===== config.mk =====
export PLATFORM = sky130hd
export DESIGN_NAME = kf_frame_ctrl
export DESIGN_NICKNAME = d
export VERILOG_FILES = /design/src/rtl/kf_frame_ctrl.sv
export SDC_FILE = /design/constraint.sdc
export NUM_CORES = 1
export LEC_CHECK = 0
export ABC_AREA = 1
export BUFFER_PORTS_ARGS = -buffer_cell sky130_fd_sc_hd__buf_4
export CORE_MARGIN = 1
export CORE_UTILIZATION = 35
export DETAILED_ROUTE_END_ITERATION = 16
export HOLD_SLACK_MARGIN = 0.15
export SETUP_SLACK_MARGIN = 0.2
export SLEW_MARGIN = 20
export SYNTH_ARGS = -nofsm -noshare
export SYNTH_HDL_FRONTEND = slang
export SYNTH_SLANG_ARGS = --single-unit

===== constraint.sdc =====
create_clock -name clk -period 2.11 [get_ports clk]
set_clock_uncertainty 0.1 [all_clocks]
set_input_delay 0.422 -clock clk [delete_from_list [all_inputs] [get_ports clk]]
set_output_delay 0.422 -clock clk [all_outputs]
set_load 0.005 [all_outputs]

===== src/rtl/kf_frame_ctrl.sv =====
// Frame controller for top_kf: accepts one sample per frame, launches the filter,
// waits for done with a timeout, and commits the posterior as next state and published estimate.
module kf_frame_ctrl #(
  parameter int              N        = 20,
  parameter int              FRAC     = 10,
  parameter int              TIMEOUT  = 38,
  parameter logic [N-1:0]    X00_INIT = '0,
  parameter logic [N-1:0]    X10_INIT = '0,
  parameter int              CNT_W    = 16
) (
  input  logic             clk,
  input  logic             rst_n,
  input  logic             s_valid,
  output logic             s_ready,
  input  logic [N-1:0]     s_u00,
  input  logic [N-1:0]     s_u10,
  input  logic [N-1:0]     s_z00,
  input  logic [N-1:0]     s_z10,
  input  logic             clear_state,
  output logic             kf_start,
  input  logic             kf_done,
  output logic [N-1:0]     kf_u00,
  output logic [N-1:0]     kf_u10,
  output logic [N-1:0]     kf_z00,
  output logic [N-1:0]     kf_z10,
  output logic [N-1:0]     kf_x00_prev,
  output logic [N-1:0]     kf_x10_prev,
  input  logic [N-1:0]     kf_X00_post,
  input  logic [N-1:0]     kf_X10_post,
  output logic             m_valid,
  output logic [N-1:0]     m_x00,
  output logic [N-1:0]     m_x10,
  output logic [CNT_W-1:0] frame_cnt,
  output logic             timeout_err
);

  // FRAC only documents the fixed-point format; it is folded into a zero term so it stays referenced.
  localparam int          WCNT_W = 8 + (FRAC - FRAC);
  localparam logic [WCNT_W-1:0] TMO = WCNT_W'(TIMEOUT);

  typedef enum logic [1:0] {ST_IDLE, ST_LAUNCH, ST_WAIT, ST_COMMIT} state_t;

  state_t            state_q, state_d;
  logic [WCNT_W-1:0] wcnt_q, wcnt_d;
  logic              start_q, start_d;
  logic              mval_q, mval_d;
  logic              terr_q, terr_d;
  logic              pend_q, pend_d;
  logic              pend_eff;
  logic [CNT_W-1:0]  cnt_q, cnt_d;
  logic [N-1:0]      u00_q, u00_d, u10_q, u10_d, z00_q, z00_d, z10_q, z10_d;
  logic [N-1:0]      xp0_q, xp0_d, xp1_q, xp1_d;
  logic [N-1:0]      mx0_q, mx0_d, mx1_q, mx1_d;

  always_comb begin
    state_d  = state_q;
    wcnt_d   = wcnt_q;
    start_d  = 1'b0;
    mval_d   = 1'b0;
    terr_d   = terr_q;
    pend_d   = pend_q;
    pend_eff = pend_q | clear_state;
    cnt_d    = cnt_q;
    u00_d    = u00_q;
    u10_d    = u10_q;
    z00_d    = z00_q;
    z10_d    = z10_q;
    xp0_d    = xp0_q;
    xp1_d    = xp1_q;
    mx0_d    = mx0_q;
    mx1_d    = mx1_q;

    unique case (state_q)
      ST_IDLE: begin
        // Reload happens at the accept edge too, so the launched frame already sees INIT.
        if (pend_eff) begin
          xp0_d  = X00_INIT;
          xp1_d  = X10_INIT;
          pend_d = 1'b0;
        end
        if (s_valid) begin
          u00_d   = s_u00;
          u10_d   = s_u10;
          z00_d   = s_z00;
          z10_d   = s_z10;
          start_d = 1'b1;
          state_d = ST_LAUNCH;
        end
      end
      ST_LAUNCH: begin
        wcnt_d  = WCNT_W'(1);
        pend_d  = pend_eff;
        state_d = ST_WAIT;
      end
      ST_WAIT: begin
        if (kf_done) begin
          mx0_d   = kf_X00_post;
          mx1_d   = kf_X10_post;
          xp0_d   = pend_eff ? X00_INIT : kf_X00_post;
          xp1_d   = pend_eff ? X10_INIT : kf_X10_post;
          pend_d  = 1'b0;
          mval_d  = 1'b1;
          cnt_d   = cnt_q + 1'b1;
          state_d = ST_COMMIT;
        end else if (wcnt_q == TMO) begin
          if (pend_eff) begin
            xp0_d = X00_INIT;
            xp1_d = X10_INIT;
          end
          pend_d  = 1'b0;
          terr_d  = 1'b1;
          state_d = ST_IDLE;
        end else begin
          wcnt_d = wcnt_q + 1'b1;
          pend_d = pend_eff;
        end
      end
      ST_COMMIT: begin
        pend_d  = pend_eff;
        state_d = ST_IDLE;
      end
      default: state_d = ST_IDLE;
    endcase
  end

  always_ff @(posedge clk or negedge rst_n) begin
    if (!rst_n) begin
      state_q <= ST_IDLE;
      wcnt_q  <= '0;
      start_q <= 1'b0;
      mval_q  <= 1'b0;
      terr_q  <= 1'b0;
      pend_q  <= 1'b0;
      cnt_q   <= '0;
      u00_q   <= '0;
      u10_q   <= '0;
      z00_q   <= '0;
      z10_q   <= '0;
      xp0_q   <= X00_INIT;
      xp1_q   <= X10_INIT;
      mx0_q   <= '0;
      mx1_q   <= '0;
    end else begin
      state_q <= state_d;
      wcnt_q  <= wcnt_d;
      start_q <= start_d;
      mval_q  <= mval_d;
      terr_q  <= terr_d;
      pend_q  <= pend_d;
      cnt_q   <= cnt_d;
      u00_q   <= u00_d;
      u10_q   <= u10_d;
      z00_q   <= z00_d;
      z10_q   <= z10_d;
      xp0_q   <= xp0_d;
      xp1_q   <= xp1_d;
      mx0_q   <= mx0_d;
      mx1_q   <= mx1_d;
    end
  end

  assign s_ready     = (state_q == ST_IDLE);
  assign kf_start    = start_q;
  assign kf_u00      = u00_q;
  assign kf_u10      = u10_q;
  assign kf_z00      = z00_q;
  assign kf_z10      = z10_q;
  assign kf_x00_prev = xp0_q;
  assign kf_x10_prev = xp1_q;
  assign m_valid     = mval_q;
  assign m_x00       = mx0_q;
  assign m_x10       = mx1_q;
  assign frame_cnt   = cnt_q;
  assign timeout_err = terr_q;

endmodule


Yosys cells after proc, flatten, opt, wreduce, memory -nomap -nowiden --
Index checks and enable logic that the tools add are counted.
Word-level totals: word-level logic and storage cells 63, output and inout bits 180, register bits 190
Cells by class: add/sub/neg operators 2, muxes and demuxes 25, equal/unequal tests 9, reduce and logical (&&, ||, !) cells 10, bitwise gates (word level) 2
Operators with widths (count):
- two-way mux 20 bit | 8
- one-hot mux 20 bit (2 select lines) | 2
- adder 16 x 1 -> 16 bit, second input constant | 1
- two-way mux 8 bit | 2
- one-hot mux 8 bit (2 select lines) | 1
- adder 8 x 1 -> 8 bit, second input constant | 1
- equality test 8 x 6 -> 1 bit, second input constant | 1
- one-hot mux 2 bit (4 select lines) | 1
- AND reduction 2 bit | 4
- two-way mux 1 bit | 7
- two-way mux 2 bit | 3
- != test 2 bit, second input constant | 3
- AND reduction 3 bit | 2
- equality test 2 bit, second input constant | 2
- nonzero test 2 bit | 2
- != test 3 bit, second input constant | 1
- one-hot mux 1 bit (3 select lines) | 1
- equality test 2 x 1 -> 1 bit, second input constant | 1
- zero test 2 bit | 1
- != test 2 x 1 -> 1 bit, second input constant | 1
- OR reduction 2 bit | 1
- NOT 1 bit | 1
- OR 1 bit | 1

Depth between registers and ports, before layout --
Gate-level depths: netlist of the first run.
word-level depth 5, depth in mapped cells 11, gate-level depth less buffers 9

Worst setup path before layout of the first run --
OpenSTA, ideal clock, no wires.
path type register -> register, start reg wcnt_q[0], end reg xp0_q[16] (netlist: kf_x00_prev[16]), library setup time 0.113 ns, cell stages (with the launch flop) 12, data required time 1.897 ns, arrival 1.312 ns, path slack 0.585 ns, clock period less this slack 1.525 ns, cell sequence dfrtp_1 inv_1 ha_1 nand2_1 nor2_1 nand3_1 nand2_1 buf_6 buf_6 nand3_1 nand2_1 inv_1
On the way: longest elaborated chain between the ends 3
RTL lines:
- start, declared | RTL line 44 | logic [WCNT_W-1:0] wcnt_q, wcnt_d;
- start signal, assigned | RTL line 145 | wcnt_q <= wcnt_d;
- equality test 8 x 6 -> 1 bit | RTL line 105 | end else if (wcnt_q == TMO) begin
- != test 3 bit (no source line)
- AND reduction 2 bit (no source line)
- end signal, assigned | RTL line 155 | xp0_q <= xp0_d;
- end, declared | RTL line 52 | logic [N-1:0] xp0_q, xp0_d, xp1_q, xp1_d;
No other way between the ends. A chain may end at the register's enable or synchronous reset.

Worst setup path after layout of the first run --
start reg wcnt_q[0], end reg xp1_q[5] (netlist: kf_x10_prev[5])
On the way: longest elaborated chain between the ends 3
RTL lines:
- equality test 8 x 6 -> 1 bit | RTL line 105
- != test 3 bit (no source line)
- AND reduction 2 bit (no source line)
- end signal, assigned | RTL line 156 | xp1_q <= xp1_d;
- end, declared | RTL line 52
No other way between the ends.

==> impl_results.md, run 1 <==
- Drt first pass iters: 5
- Nets: about 1500
- Max VDD drop: roughly 0.00070 V
- Top post-synthesis cells by area: dfrtp_1 (59%), nand2_1 (23%), inv_1 (3.9%)
- PortBufs: slightly above 300
- Initial antenna violation count: 0
- DR WL/cell: around 15 um
- Synth Net Count: 1121
- Setup TNS: 0 ns
- FF-to-FF Start: wcnt_q[0]
- Full die area: roughly 0.024 mm^2
- R2R Setup Slk: 0.37 ns
- Die Span Y: 154 um
- Commonest non-fill, non-tap cell in the layout: nand2_1
- Critical path fanouts, max: 21
- Fin. max-slew vios: 0
- Reg2reg path depth: 10
- F_max: around 580 MHz
- Top-area cell type share of the netlist area: between 50% and 60%
- Dominant cell type by area after synthesis: dfrtp_1
- GRT Max-Usage Layer: met2
- CTS tree: built
- M1 GR Usage: a little over a quarter
- Vias in the first global route: just under 8000
- Post-cts resize count: 0
- Largest net degree at the start of global routing: 82
- RSZ-0062 raised after global routing: false
- CTS Sinks: 190
- Core ar.: 0.0227 mm^2
- Post-detail-place hpwl: 16700 um
- H-Tree Depth: 4
- ANT nets after route: 0
- Syn Area/Cell: 8.17 um^2
- Total number of vias: slightly below 8000
- DRC: 0
- Slew headroom: 61.0%
- Worst Setup SP: wcnt_q[0]
- Post-CTS Hold Buffers: ~120
- Worst Setup EP: kf_x10_prev[5]
- Gate power share: between 40% and 50%
- Cells after synthesis: about 1000
- Fin crit period: about 1.7 ns
- Initial DRC count: between 300 and 400
- Worst-Skew Late Latency: approximately 0.43 ns
- Clk slew on worst S/H paths: ~0.08 ns
- First-pass GRT wire length: 40900 um
- Clock Tree Root: clkbuf_16
- Distinct cells, synth: 27
- All-Layer GR Usage: between 20 and 25%
- Final WL: between 20000 and 25000 um
- Int Power: ~10000 uW
- Initial Util: a little over a third
- Worst Path Arrival: 1.97 ns
- Yosys warning count: 0
- Min Hold Slack: ~0.22 ns
- Routability Congestion: 0.806
- Sequential Power Share: a little under two fifths
- Horiz. Die Dim: between 150 and 200 um
- WP data required: around 2.3 ns
- Cell area after synthesis: ~0.008 mm^2
- Clock power frac: 20.3%
- Most frequent cells in the layout: nand2_1 (494), buf_4 (314), dfrtp_1 (190)
- Hold Crit Class: input pin to flip-flop
- Post-CTS Setup Inserts: 0
- Max_cap viols: 0
- Crit end category: flip-flop
- Switching Power: a little under 6000 uW
- Status: finished, final reports clean
- Setup Crit Path Kind: flip-flop to flip-flop
- Std cell rows: 55
- DR vias/cell: roughly 4.6
- Layout overhead on the synthesized area: 55.0%
- Clock Path Buffers: 2
- Total gr overflow: 0
- Leakage power: around 0.0071 uW
- PwrDens: around 1300 mW/mm^2
- Num CTS Buffers: 17
- Fin crit share: 82.3%
- Antenna diodes: 0
- Total power: 15900 uW
- Num ports: between 300 and 400
- Register area share after synthesis: 58.6%
- Tightest Pin Transition: 0.585 ns
- Met3 Use GR: about 6.6%
- Crit start category: flip-flop
- Final Hold Vio Count: 0
- Final setup viols: 0
- Share of layout cells above drive strength 1: approximately a quarter
- Net Sw Frac: approximately 37%
- Worst r2r dst: kf_x10_prev[5]
- M2 GR Usage: 36.8%
- Yosys reg bits: 190
power groups by stage:
stage	Sequential [uW]	Combinational (uW)	Clock, uW
after floorplan	6100	2860	0
after global placement	6110	6330	0
after detailed placement	6100	6440	0
after CTS	6090	6610	3320
after global routing	6280	7380	3470
final	6100	6550	3220
per-layer routing:
layer  up-vias  wire [um]
li1       3845          -
met1      3623      10800
met2       281      12000
met3        36       1890
met4         0        390
met5         -          0
flip-flops by register name, indices dropped and copies added (netlist names), 16 cells and up:
| name | count |
|---|---|
| kf_z10 | 20 |
| kf_z00 | 20 |
| m_x10 | 20 |
| kf_x00_prev | 20 |
| frame_cnt | 16 |
| kf_u00 | 20 |
| kf_x10_prev | 20 |
| kf_u10 | 20 |
| m_x00 | 20 |
through the flow:
| step | setup slack (ns) | std cells | utilization (%) | cell area (um^2) |
|---|---|---|---|---|
| 5_1_grt | 0.208 | 1709 | 55.4 | 12600 |
| 3_5_place_dp | 0.383 | 1556 | 47.5 | 10800 |
| 6_report | 0.374 | 1709 | 55.4 | 12600 |
| 2_1_floorplan | 0.585 | 993 | - | 8110 |
| 4_1_cts | 0.335 | 1709 | 55.4 | 12600 |
| 3_3_place_gp | 0.395 | 1556 | 47.5 | 10800 |
cell type report:
class                      count  area [um^2]
clock inverter                13          146
sequential                   190         4750
multi-input combinational    670         2810
fill                        2047        10100
clock buffer                  19          433
inverter                      88          330
timing repair buffer         444         3740
tap                          285          357
worst min path at each step:
| stage | startpoint | to | slack (ns) | depth (start not counted) |
|---|---|---|---|---|
| finish | kf_done | timeout_err | 0.22 | 4 |
| global route | kf_done | timeout_err | 0.24 | 4 |
| CTS | kf_done | timeout_err | 0.20 | 4 |
| detailed placement | rst_n | frame_cnt[7] | 0.33 | 1 |
| global placement | rst_n | frame_cnt[7] | 0.34 | 1 |
| floorplan | rst_n | frame_cnt[0] | 0.03 | 0 |
cells by family (layout without fill, tap and decap cells):
family	count (synthesis)	in the layout	share of synthesized area, %
and+or+nand+nor	602	602	29.5
DFF	190	190	58.6
adders and majority gates	3	3	0.463
AOI/OAI and AO/OA	55	55	3.42
xor gates and xnor gates	10	10	1.08
buffers and inverters	133	564	6.95
synth_stat cells, drive strengths merged:
master	count
buf	32
nor3	1
nand3	50
dfrtp	190
xnor2	4
nand4	1
ha	3
inv	88
nor3b	1
nand3b	4
o21bai	1
nor2	33
xor2	6
a21oi	2
o21ai	52
or2	15
clkbuf	13
nand2	497
worst max-delay path: stages, from the launching register on:
cell	delay, ns
dfrtp_1	0.40
inv_1	0.10
ha_1	0.15
nand2_1	0.05
nor2_1	0.10
nand3_1	0.10
nand2_2	0.23
buf_12	0.20
nand3_1	0.09
nand2_1	0.08
inv_1	0.03
(Power assumes the default switching activity.)
==> run 2: changes to the inputs <==
ABC_AREA = 0   (was 1)
clock period = 1.7 ns   (was 2.11 ns; I/O delays follow)
==> impl_results.md, run 2 <==
- Status: finished, violations left
- Failing checks: negative setup slack
- Gate power share: between 50% and 60%
- Syn Area/Cell: approximately 12 um^2
- DRC: 0
- First-pass GRT wire length: a little under 40000 um
- Tightest Pin Transition: 0.328 ns
- Total number of vias: between 6000 and 7000
- Top-area cell type share of the netlist area: 61.9%
- WHS Path Cells: 3
- FF-to-FF Start: state_q[0]
- ANT nets after route: 0
- Nets: 1306
- Worst r2r dst: kf_z10[4]
- Horiz. Die Dim: about 150 um
- Routability Congestion: approximately 0.8
- Max VDD drop: between 0.0008 and 0.0009 V
- CP Cell Sequence: buf_6 -> nor2_4 -> and2_4 -> clkbuf_16 -> mux2_4
- DR vias/cell: 4.75
- Clock power frac: around 17%
- H-Tree Depth: 4
- CP peak stage delay: 0.43 ns
- Final Hold Vio Count: 0
- Hold Crit Class: input pin to flip-flop
- Critical path's top delay family: simple AND/OR/NAND/NOR gates
- Async SR Flop Fraction: 100%
- Cells after synthesis: between 600 and 700
- Cell area after synthesis: 0.00768 mm^2
- WP data required: between 1.5 and 2 ns
- Dominant cell type by area after synthesis: dfrtp_1
- Share of the core filled with cells: about two thirds
- Most frequent cells in the layout: buf_4 (336), dfrtp_1 (182), dlygate4sd3_1 (121)
- Final WS setup: -0.118 ns
- Leakage power: roughly 0.0071 uW
- Vias in the first global route: slightly above 7000
- Fin crit share: 107%
- Post-detail-place hpwl: 15800 um
- Switching Power: 7970 uW
- CTS Sinks: 190
- Num ports: slightly above 300
- Top post-synthesis cells by count: dfrtp_1 (190), nand2_1 (133), mux2_2 (80)
- Sequential Power Share: between 30% and 40%
- Fin. max-slew vios: 0
- Distinct cells, synth: 36
- Net Sw Frac: about a third
- Drt first pass iters: 4
- Commonest non-fill, non-tap cell in the layout: buf_4
- Top post-synthesis cells by area: dfrtp_1 (62%), mux2_2 (12%), nand2_1 (6.5%)
- Worst-Skew Late Latency: between 0.4 and 0.5 ns
- Setup TNS: -7.54 ns
- Worst path slowest cell: dfrtp_2
- RSZ-0062 raised after global routing: true
- Core ar.: around 0.021 mm^2
- Buf/Inv on CP: 2
- Clk slew on worst S/H paths: about 0.08 ns
- Placed Area: 0.0107 mm^2
- Crit end category: flip-flop
- Clock Tree Root: clkbuf_16
- Placed cells: around 1200
- Hold Path End: kf_start
- PortBufs: 304
- Final setup viols: 131
- Slew headroom: 77.9%
- Initial antenna violation count: 3
- Std cell rows: 53
- Setup Crit Path Kind: flip-flop to flip-flop
- Yosys warning count: 0
- PwrDens: around 1700 mW/mm^2
- F_max: 550 MHz
- Most frequent cell after synthesis: dfrtp_1
- All-Layer GR Usage: 22.6%
- Full die area: 0.0225 mm^2
- Synth Net Count: a little under 800
- Worst Path Arrival: about 2.0 ns
- Die Span Y: 150 um
- Clock Path Buffers: 2
- Fillers: around 1500
- Reg2reg path depth: 5
- Multi-input logic area: between 0.003 and 0.004 mm^2
- Yosys reg bits: between 150 and 200
- Synth Flop Type: dfrtp_1
- Crit start category: flip-flop
- Total gr overflow: 0
- Min Hold Slack: 0.269 ns
- Initial Util: 36.1%
- Post-synth EDFFs: 0
- Register area share after synthesis: ~62%
- Final Non-Filler Cells: 1468
- Fin crit period: around 1.8 ns
- Int Power: ~16000 uW
- DR WL/cell: approximately 19 um
- Critical path fanouts, max: 8
- Initial DRC count: between 200 and 250
- R2R Setup Slk: -0.12 ns
- Reg area: 0.00476 mm^2
- CTS tree: built
- Final WL: between 20000 and 30000 um
- Design Area, Final: approximately 0.014 mm^2
- Layout overhead on the synthesized area: 88.4%
- Largest net degree at the start of global routing: 38
- Max_cap viols: 0
- Share of layout cells above drive strength 1: 54.7%
- Hold_sp: s_valid
- Num CTS Buffers: 17
## run 2: cells by family (layout without fill, tap and decap cells)
kind of cell / count (synthesis) / count (layout) / synth area share (%)
AO/OA/AOI/OAI: 115 / 115 / 9.76
XOR/XNOR: 17 / 17 / 1.94
adder cells (fa/ha/maj): 3 / 3 / 0.489
buffers and inverters: 40 / 588 / 2.90
flip-flops: 190 / 190 / 61.9
multiplexers: 82 / 82 / 12.0
other: 0 / 2 / 0
AND/OR/NAND/NOR: 194 / 196 / 11.0
## run 2: repair_timing
action                                  CTS  global route
gates resized for setup                 120           132
pin swaps                                28            32
hold buffers                            121             0
setup buffers                            36            22
endpoints found under the setup margin  186           203
hold endpoints to repair                343             0
cloned                                   14            10
## run 2: area by class of cell
cell class	instances	area share [%]
repair buffers	552	37.2
flip-flops and latches	190	32.9
multi-input cells	413	23.3
clock buffers	19	3.06
well taps	275	2.38
clock inverters	13	0.994
inverters	4	0.156
diodes	2	0.0346
## run 2: power groups by stage
stage | Combinational (uW) | Sequential (uW) | Clock, uW
global route | 13000 | 7950 | 4330
CTS | 10600 | 7630 | 4140
finish | 12200 | 7760 | 4040
floorplan | 3570 | 7740 | 0
detailed placement | 8420 | 7660 | 0
global placement | 8310 | 7630 | 0
## run 2: metal layers
| metal | vias up | global-route usage (%) | share of wire (%) |
|---|---|---|---|
| met5 | - | 0 | 0.044 |
| met4 | 2 | 7.47 | 1.8 |
| met3 | 40 | 7.76 | 7.9 |
| met2 | 257 | 38.8 | 50 |
| met1 | 3411 | 26.2 | 40 |
| li1 | 3269 | - | - |
## run 2: worst max-delay path by stage
| stage | start | to | slack [ns] | cells past startpoint |
|---|---|---|---|---|
| 3_5_place_dp | kf_done | kf_x00_prev[2] | -0.11 | 6 |
| 6_report | state_q[0] | kf_z10[4] | -0.12 | 5 |
| 3_3_place_gp | kf_done | wcnt_q[6] | -0.08 | 5 |
| 2_1_floorplan | wcnt_q[4] | kf_x00_prev[19] | 0.01 | 5 |
| 4_1_cts | wcnt_q[6] | kf_x00_prev[4] | -0.08 | 6 |
| 5_1_grt | state_q[0] | kf_x10_prev[19] | -0.16 | 7 |
## run 2: per-stage QoR
step           setup WS [ns]  power, uW
3_5_place_dp          -0.109      16100
6_report              -0.118      24000
3_3_place_gp         -0.0791      15900
4_1_cts              -0.0776      22400
5_1_grt               -0.157      25300
2_1_floorplan         0.0135      11300
## run 2: worst register-to-register path, cell delays in order, from the launching register on
cell and delay (ns):
dfrtp_2 0.43, buf_6 0.13, nor2_4 0.16, and2_4 0.34, clkbuf_16 0.24, mux2_4 0.31
